### src/rtl/alu_seq.sv
// Sequential ALU: single-cycle logic/arith/compare ops, iterative 1-bit-per-cycle shifts.
// Valid/ready command in, valid/ready result out; one command in flight at a time.
module alu_seq #(
    parameter int unsigned DATA_W = 32
) (
    input  logic              clk,
    input  logic              reset,
    input  logic              in_valid,
    output logic              in_ready,
    input  logic [3:0]        Operation,
    input  logic [DATA_W-1:0] SrcA,
    input  logic [DATA_W-1:0] SrcB,
    output logic              out_valid,
    input  logic              out_ready,
    output logic [DATA_W-1:0] ALUResult,
    output logic              Branch,
    output logic              Illegal
);

    localparam logic [3:0] OpAnd = 4'b0000;
    localparam logic [3:0] OpOr  = 4'b0001;
    localparam logic [3:0] OpAdd = 4'b0010;
    localparam logic [3:0] OpSub = 4'b0011;
    localparam logic [3:0] OpXor = 4'b0100;
    localparam logic [3:0] OpBeq = 4'b1000;
    localparam logic [3:0] OpBne = 4'b1001;
    localparam logic [3:0] OpBlt = 4'b1010;
    localparam logic [3:0] OpBge = 4'b1011;
    localparam logic [3:0] OpSll = 4'b1100;
    localparam logic [3:0] OpSrl = 4'b1101;
    localparam logic [3:0] OpSlt = 4'b1110;
    localparam logic [3:0] OpSra = 4'b1111;

    typedef enum logic [1:0] {
        StIdle,
        StShift,
        StDone
    } state_t;

    state_t            r_state;
    logic [3:0]        r_op;
    logic [DATA_W-1:0] r_sh;
    logic [4:0]        r_cnt;
    logic              r_out_valid;
    logic [DATA_W-1:0] r_result;
    logic              r_branch;
    logic              r_illegal;

    logic              w_eq;
    logic              w_lt;
    logic [4:0]        w_shamt;
    logic              w_is_shift;
    logic              w_branch;
    logic              w_illegal;
    logic [DATA_W-1:0] w_result;
    logic [DATA_W-1:0] w_sh_next;

    assign w_eq    = (SrcA == SrcB);
    assign w_lt    = ($signed(SrcA) < $signed(SrcB));
    assign w_shamt = SrcB[4:0];

    // Result for everything that completes at the accept edge; shifts by zero pass SrcA through.
    always_comb begin
        w_result   = '0;
        w_branch   = 1'b0;
        w_illegal  = 1'b0;
        w_is_shift = 1'b0;
        case (Operation)
            OpAnd: w_result = SrcA & SrcB;
            OpOr:  w_result = SrcA | SrcB;
            OpAdd: w_result = SrcA + SrcB;
            OpSub: w_result = SrcA - SrcB;
            OpXor: w_result = SrcA ^ SrcB;
            OpBeq: begin
                w_branch = w_eq;
                w_result = {{(DATA_W-1){1'b0}}, w_eq};
            end
            OpBne: begin
                w_branch = ~w_eq;
                w_result = {{(DATA_W-1){1'b0}}, ~w_eq};
            end
            OpBlt: begin
                w_branch = w_lt;
                w_result = {{(DATA_W-1){1'b0}}, w_lt};
            end
            OpBge: begin
                w_branch = ~w_lt;
                w_result = {{(DATA_W-1){1'b0}}, ~w_lt};
            end
            OpSlt: w_result = {{(DATA_W-1){1'b0}}, w_lt};
            OpSll, OpSrl, OpSra: begin
                w_is_shift = 1'b1;
                w_result   = SrcA;
            end
            default: w_illegal = 1'b1;
        endcase
    end

    always_comb begin
        w_sh_next = r_sh;
        case (r_op)
            OpSll:   w_sh_next = {r_sh[DATA_W-2:0], 1'b0};
            OpSrl:   w_sh_next = {1'b0, r_sh[DATA_W-1:1]};
            OpSra:   w_sh_next = {r_sh[DATA_W-1], r_sh[DATA_W-1:1]};
            default: w_sh_next = r_sh;
        endcase
    end

    always_ff @(posedge clk or posedge reset) begin
        if (reset) begin
            r_state     <= StIdle;
            r_op        <= '0;
            r_sh        <= '0;
            r_cnt       <= '0;
            r_out_valid <= 1'b0;
            r_result    <= '0;
            r_branch    <= 1'b0;
            r_illegal   <= 1'b0;
        end else begin
            case (r_state)
                StIdle: begin
                    if (in_valid) begin
                        r_op <= Operation;
                        if (w_is_shift && (w_shamt != 5'd0)) begin
                            r_sh    <= SrcA;
                            r_cnt   <= w_shamt;
                            r_state <= StShift;
                        end else begin
                            r_result    <= w_result;
                            r_branch    <= w_branch;
                            r_illegal   <= w_illegal;
                            r_out_valid <= 1'b1;
                            r_state     <= StDone;
                        end
                    end
                end
                StShift: begin
                    r_sh  <= w_sh_next;
                    r_cnt <= r_cnt - 5'd1;
                    // Last bit position moves directly into the result register.
                    if (r_cnt == 5'd1) begin
                        r_result    <= w_sh_next;
                        r_out_valid <= 1'b1;
                        r_state     <= StDone;
                    end
                end
                StDone: begin
                    if (out_ready) begin
                        r_result    <= '0;
                        r_branch    <= 1'b0;
                        r_illegal   <= 1'b0;
                        r_out_valid <= 1'b0;
                        r_state     <= StIdle;
                    end
                end
                default: r_state <= StIdle;
            endcase
        end
    end

    assign in_ready  = (r_state == StIdle);
    assign out_valid = r_out_valid;
    assign ALUResult = r_result;
    assign Branch    = r_branch;
    assign Illegal   = r_illegal;

endmodule

### config.mk
export PLATFORM = sky130hd
export DESIGN_NAME = alu_seq
export DESIGN_NICKNAME = d
export VERILOG_FILES = /design/src/rtl/alu_seq.sv
export SDC_FILE = /design/constraint.sdc
export NUM_CORES = 1
export LEC_CHECK = 0
export BUFFER_PORTS_ARGS = -buffer_cell sky130_fd_sc_hd__clkbuf_2
export CAP_MARGIN = 30
export CELL_PAD_IN_SITES_DETAIL_PLACEMENT = 0
export CELL_PAD_IN_SITES_GLOBAL_PLACEMENT = 2
export CORE_UTILIZATION = 31
export DETAILED_ROUTE_END_ITERATION = 6
export PLACE_DENSITY = 0.76
export SYNTH_ARGS = -nofsm -noshare
export SYNTH_HDL_FRONTEND = slang
export SYNTH_SLANG_ARGS = --single-unit
### constraint.sdc
create_clock -name clk -period 2.29 [get_ports clk]
set_clock_uncertainty 0.15 [all_clocks]
set_input_delay 0.3435 -clock clk [delete_from_list [all_inputs] [get_ports clk]]
set_output_delay 0.3435 -clock clk [all_outputs]
set_load 0.01 [all_outputs]
==> out/qor.csv, run 1 <==
metric,value,unit
grt_pass1_wl,66020,um
worst_slack,-0.7602,ns
mostFrequentLayoutCells,"421 x buf_4, 132 x nor2_1, 102 x a21oi_1, 93 x o21ai_0, 92 x clkbuf_2",
insertedDiodeCount,0,
ys_types,73,
netlist_instances,1261,
status,"complete, but fails checks",
synthAdderAreaFrac,14.90,%
htreeDepth,3,
wl_per_cell,20.46,um
avgSynthCellArea,7.339,sq um
slowest_delay,0.57,ns
cpMostUsedCell,or4_4,
placement_rows,62,
ant_nets,0,
yosysWarningCount,0,
synth-seq-cells,78,
setup.worst_path.class,input pin to flop,
fmax,327.9,MHz
synth_xor_area_share,0.9465,%
cts_buffer_depth,2,
slew_violations,0,
synth_fp_nets,1442,
ys_top_cells_by_area,"dfrtp_1 21%, ha_1 14%, a21oi_1 7.0%, o21ai_0 6.8%, nor2_1 5.8%",
cts_buffers,9,
ys_seq_area_share,21.09,%
yosys.area_share.simple,18.92,%
crit_family,simple AND/OR/NAND/NOR gates,
synth_top_family_by_area,compound AO/OA/AOI/OAI gates,
clk_pin_slew_worst_paths,0.06,ns
hpwlAfterDp,34890,um
crit_path_max_fanout,5,
dpl_cell_area,13510,sq um
wirelength,43640,um
cts-root-buf,clkbuf_16,
peakVddDrop,0.4878,mV
slowest_stage,or4_4,
cp.arrival,3.13,ns
grt_use_total,28.14,%
clock-sinks,78,
synth_compound_area_share,35.37,%
synth_top_area_share,21.09,%
p_leak,0.007027,uW
drcViolationCount,7,
hp-class,input pin to flop,
fin_nets,1926,
antenna_found_initial,0,
max_cap_viol_count,0,
gp_congestion,0.8965,
worst_hold_slack,0.2782,ns
start_util,31.90,%
worstMarginPinSlew,0.6536,ns
drt_iter0_markers,1533,
avgViaCountPerCell,5.532,
crit_path_cell_trace,"buf_6, inv_2, ha_4, or4_4, nor3_4, o221ai_4, and2_4, o31a_1, or4_4, o21a_4, a2111oi_4, o31ai_1",
worstSetupStartpointType,input pin,
setup_violations,29,
finalHoldViolCount,0,
critPathCaptureType,flop,
final_common_cell,buf_4,
drive_above_1_share,43.85,%
die_w,174.8,um
via_count,11800,
ios,108,
grt_setup_unrepaired,true,
critPathRequiredTime,2.37,ns
die_h,174.8,um
worst-path-buf-inv,2,
synthFlopType,dfrtp_1,
synthMuxAreaShare,1.041,%
fin_tns_setup,-13.54,ns
grt_overflow,0,
slew_headroom,56.34,%
async_flop_share,100.0,%
period_share,133.2,%
violations,"DRC, setup timing",
power.total,10190,uW
syn_to_final_growth,63.21,%
dieArea,30550,sq um
synth_edf_count,0,
synth_top_cell_by_area,dfrtp_1,
p_per_area,675.0,nW/um^2
port_buffers,107,
clk_latency,0.35,ns
period_needed,3.050,ns
coreArea,29010,sq um
post-route-cell-area,15100,sq um
first_pass_iters,7,
cts_tree,yes,
first_global_vias,11276,
synth_area,9254,sq um
grt_max_degree,64,
cell type report:
cell class                      instances  area (sq um)
Inverter                              102         427.9
Clock buffer                            9         225.2
Timing Repair Buffer                  559          4272
Tap cell                              384         480.5
Multi-Input combinational cell        995          7707
Clock inverter                          6         38.79
Fill cell                            2835         13910
Sequential cell                        78          1952
layer usage:
metal	up-vias	GRT usage (%)	share of wire (%)	wire (um)
met1	5701	41.11	48	20780
met5	-	0	0	0
met4	0	6.920	2.1	922
met3	53	3.481	5.9	2580
li1	5651	-	-	-
met2	395	43.49	44	19360
cell families (layout without fill, tap and decap cells):
group,after synthesis,in the layout
flip-flops,78,78
adder cells (fa/ha/maj),109,109
buffers and inverters,188,676
XOR/XNOR,10,10
multiplexers,9,9
AND/OR/NAND/NOR,378,378
AO/OA/AOI/OAI,489,489
worst min-delay path: stages:
cell     delay [ns]
buf_4          0.10
buf_4          0.12
o22ai_1        0.06
a21oi_1        0.11
where the power goes:
| part | internal [uW] | switching, uW | total (uW) |
|---|---|---|---|
| clock | 727 | 621 | 1350 |
| sequential | 1970 | 566 | 2540 |
| combinational | 2820 | 3500 | 6310 |
final timing paths:
kind                         startpoint       endpoint  slack, ns  depth (start not counted)
setup / recovery                SrcA[9]  ALUResult[21]      -0.76                         12
hold / removal                  SrcB[2]       r_cnt[2]       0.28                          4
setup reg to reg             r_state[0]  ALUResult[24]      -0.20                         11
hold reg to reg            ALUResult[1]   ALUResult[1]       0.34                          2
max in group asynchronous         reset       r_sh[26]       0.94                          4
min in group asynchronous         reset  ALUResult[30]       0.48                          3
what timing repair did:
action,4_1_cts,5_1_grt
hold endpoints to repair,23,0
setup buffers,22,17
pin swaps,79,76
setup endpoints to repair,34,55
hold buffers,1,0
resized for setup,140,92
state kept, by name (all words and copies together) (netlist names):
name,flops
Branch,1
out_valid,1
r_sh,32
r_cnt,5
r_op,4
r_state,2
Illegal,1
ALUResult,32
stage by stage:
step,setup WS (ns),instances,util [%]
6_report,-0.7602,2133,52.06
4_1_cts,-0.8014,2121,50.35
3_5_place_dp,-1.307,2087,46.58
2_1_floorplan,-0.9122,1261,-
3_3_place_gp,-1.274,2087,46.58
5_1_grt,-0.8102,2133,52.06
synthesized netlist by cell type, types with 7 or more instances:
| cell | number |
|---|---|
| ha_1 | 107 |
| nand3_1 | 17 |
| a21o_1 | 16 |
| nor2b_1 | 12 |
| nor2_1 | 142 |
| o211ai_1 | 14 |
| a222oi_1 | 46 |
| or3_1 | 10 |
| o221ai_1 | 14 |
| o21bai_1 | 9 |
| o21a_1 | 9 |
| buf_1 | 8 |
| nor4_1 | 12 |
| inv_1 | 101 |
| clkbuf_1 | 75 |
| a221oi_1 | 13 |
| a211oi_1 | 15 |
| a22oi_1 | 13 |
| a21oi_1 | 129 |
| o31ai_1 | 7 |
| a31oi_1 | 10 |
| dfrtp_1 | 78 |
| o22ai_1 | 9 |
| nand2_1 | 88 |
| nor3_1 | 48 |
| o21ai_0 | 125 |
| nand2b_1 | 11 |
| nand4_1 | 8 |
(Power assumes the default switching activity.)
==> inputs of run 2 (changes only) <==
--- a/config.mk
+++ b/config.mk
@@ -11,7 +11,7 @@
 export CELL_PAD_IN_SITES_GLOBAL_PLACEMENT = 2
 export CORE_UTILIZATION = 31
 export DETAILED_ROUTE_END_ITERATION = 6
-export PLACE_DENSITY = 0.76
+export PLACE_DENSITY = 0.78
 export SYNTH_ARGS = -nofsm -noshare
 export SYNTH_HDL_FRONTEND = slang
 export SYNTH_SLANG_ARGS = --single-unit
==> out/qor.csv, run 2 (synthesized netlist as in run 1, its figures left out) <==
metric,value,unit
wl_per_cell,20.85,um
crit_path_max_fanout,5,
power.total,10320,uW
crit_path_cell_trace,"clkbuf_16, inv_16, ha_4, inv_2, fa_2, nor2b_4, o2111ai_4, buf_6, a31oi_4, o21ai_4, o211ai_1, a21oi_2, nor2_1, or3_1, mux2i_1, o211ai_1",
mostFrequentLayoutCells,"400 x buf_4, 129 x nor2_1, 101 x a21oi_1, 92 x o21ai_0, 88 x clkbuf_2",
multi_input_area,7896,sq um
ios,108,
fin_util,52.93,%
port_buffers,107,
die_h,174.8,um
antenna_found_initial,0,
p_per_area,672.0,nW/um^2
start_util,31.90,%
peakVddDrop,0.3740,mV
r2r_cells,11,
dp_cells,2057,
cpMostUsedCell,o211ai_1,
die_w,174.8,um
period_needed,2.983,ns
drive_above_1_share,44.86,%
first_pass_iters,7,
setup_violations,28,
cp.arrival,3.06,ns
slew_violations,0,
power_frac_clock,13.9,%
via_count,11929,
finalHoldViolCount,0,
avgViaCountPerCell,5.614,
final_common_cell,buf_4,
slowest_stage,fa_2,
grt_pass1_wl,67070,um
p_switching,4729,uW
clock-sinks,78,
clk_pin_slew_worst_paths,0.06,ns
grt_max_degree,79,
coreArea,29010,sq um
comb_power_share,61.6,%
stdcell_count,2125,
slowest_delay,0.38,ns
fmax,335.3,MHz
cts_buffers,9,
fill_cells,2825,
switching_share,45.82,%
pwr-share-seq,24.5,%
cts_tree,yes,
p_leak,0.007042,uW
htreeDepth,3,
slew_headroom,49.39,%
cts-root-buf,clkbuf_16,
drcViolationCount,23,
insertedDiodeCount,0,
ant_nets,0,
whs_path_depth,4,
first_global_vias,11539,
hp-class,input pin to flop,
drt_iter0_markers,1402,
worst_slack,-0.6926,ns
hpwlAfterDp,34500,um
worstSetupStartpointType,input pin,
critPathRequiredTime,2.37,ns
fin_nets,1917,
dieArea,30550,sq um
grt_setup_unrepaired,true,
p_int,5592,uW
cts_buffer_depth,2,
regArea,1952,sq um
setup.worst_path.class,input pin to flop,
worstMarginPinSlew,0.7567,ns
clk_latency,0.36,ns
grt_use_total,28.64,%
critPathCaptureType,flop,
gp_congestion,0.9690,
period_share,130.2,%
violations,"DRC, setup timing",
placement_rows,62,
grt_overflow,0,
status,"complete, but fails checks",
post-place-ws,-1.304,ns
wirelength,44320,um
max_cap_viol_count,0,
syn_to_final_growth,65.95,%
==> run 2: timing repair <==
action	in CTS	in global routing
hold buffers	1	0
pin swaps	96	98
hold endpoints to repair	78	0
buffers inserted	44	25
resized for setup	186	113
setup endpoints to repair	33	36
==> run 2: path summary, 6_finish.rpt <==
kind                              startpoint  slack (ns)             to
worst max-delay path                 SrcA[0]       -0.69  ALUResult[28]
worst min-delay path                 SrcA[2]        0.27        r_sh[2]
worst max register to register      r_cnt[1]       -0.35  ALUResult[24]
worst min register to register  ALUResult[1]        0.33   ALUResult[1]
max in group asynchronous              reset        1.11   ALUResult[2]
min in group asynchronous              reset        0.47       r_sh[23]
==> run 2: routing by layer <==
| metal | vias to the layer above | GRT usage, % | share of wire [%] |
|---|---|---|---|
| li1 | 5640 | - | - |
| met3 | 79 | 3.372 | 6.4 |
| met4 | 0 | 9.928 | 2.7 |
| met1 | 5766 | 40.89 | 47 |
| met5 | - | 0 | 0 |
| met2 | 444 | 44.25 | 44 |
==> run 2: metrics by stage <==
step / hold slack (ns) / cell area [sq um] / setup TNS [ns]
4_1_cts: 0.2653 / 14800 / -12.61
3_3_place_gp: 0.3151 / 13260 / -32.84
5_1_grt: 0.2744 / 15360 / -16.14
3_5_place_dp: 0.3179 / 13260 / -36.11
2_1_floorplan: 0.3144 / 9559 / -10.76
6_report: 0.2725 / 15360 / -13.21
==> run 2: cell type report <==
class                           count  area share [%]
Inverter                          102           2.900
Multi-Input combinational cell    995           51.42
Clock inverter                      2         0.09777
Tap cell                          384           3.129
Sequential cell                    78           12.71
Timing Repair Buffer              550           27.96
Clock buffer                       14           1.784
==> run 2: power by group through the flow <==
stage,registers [uW],logic (uW),clock network [uW]
6_report,2530,6350,1440
3_5_place_dp,2520,5660,0
4_1_cts,2510,6070,1450
2_1_floorplan,2460,2980,0
3_3_place_gp,2510,5590,0
5_1_grt,2590,6900,1490
==> run 2: critical path, delay by kind of cell <==
| family | cells | cell delay [ns] |
|---|---|---|
| simple gates | 3 | 0.59 |
| compound gates | 6 | 1.10 |
| buf+inv | 4 | 0.38 |
| fa+ha+maj | 2 | 0.51 |
| mux | 1 | 0.13 |
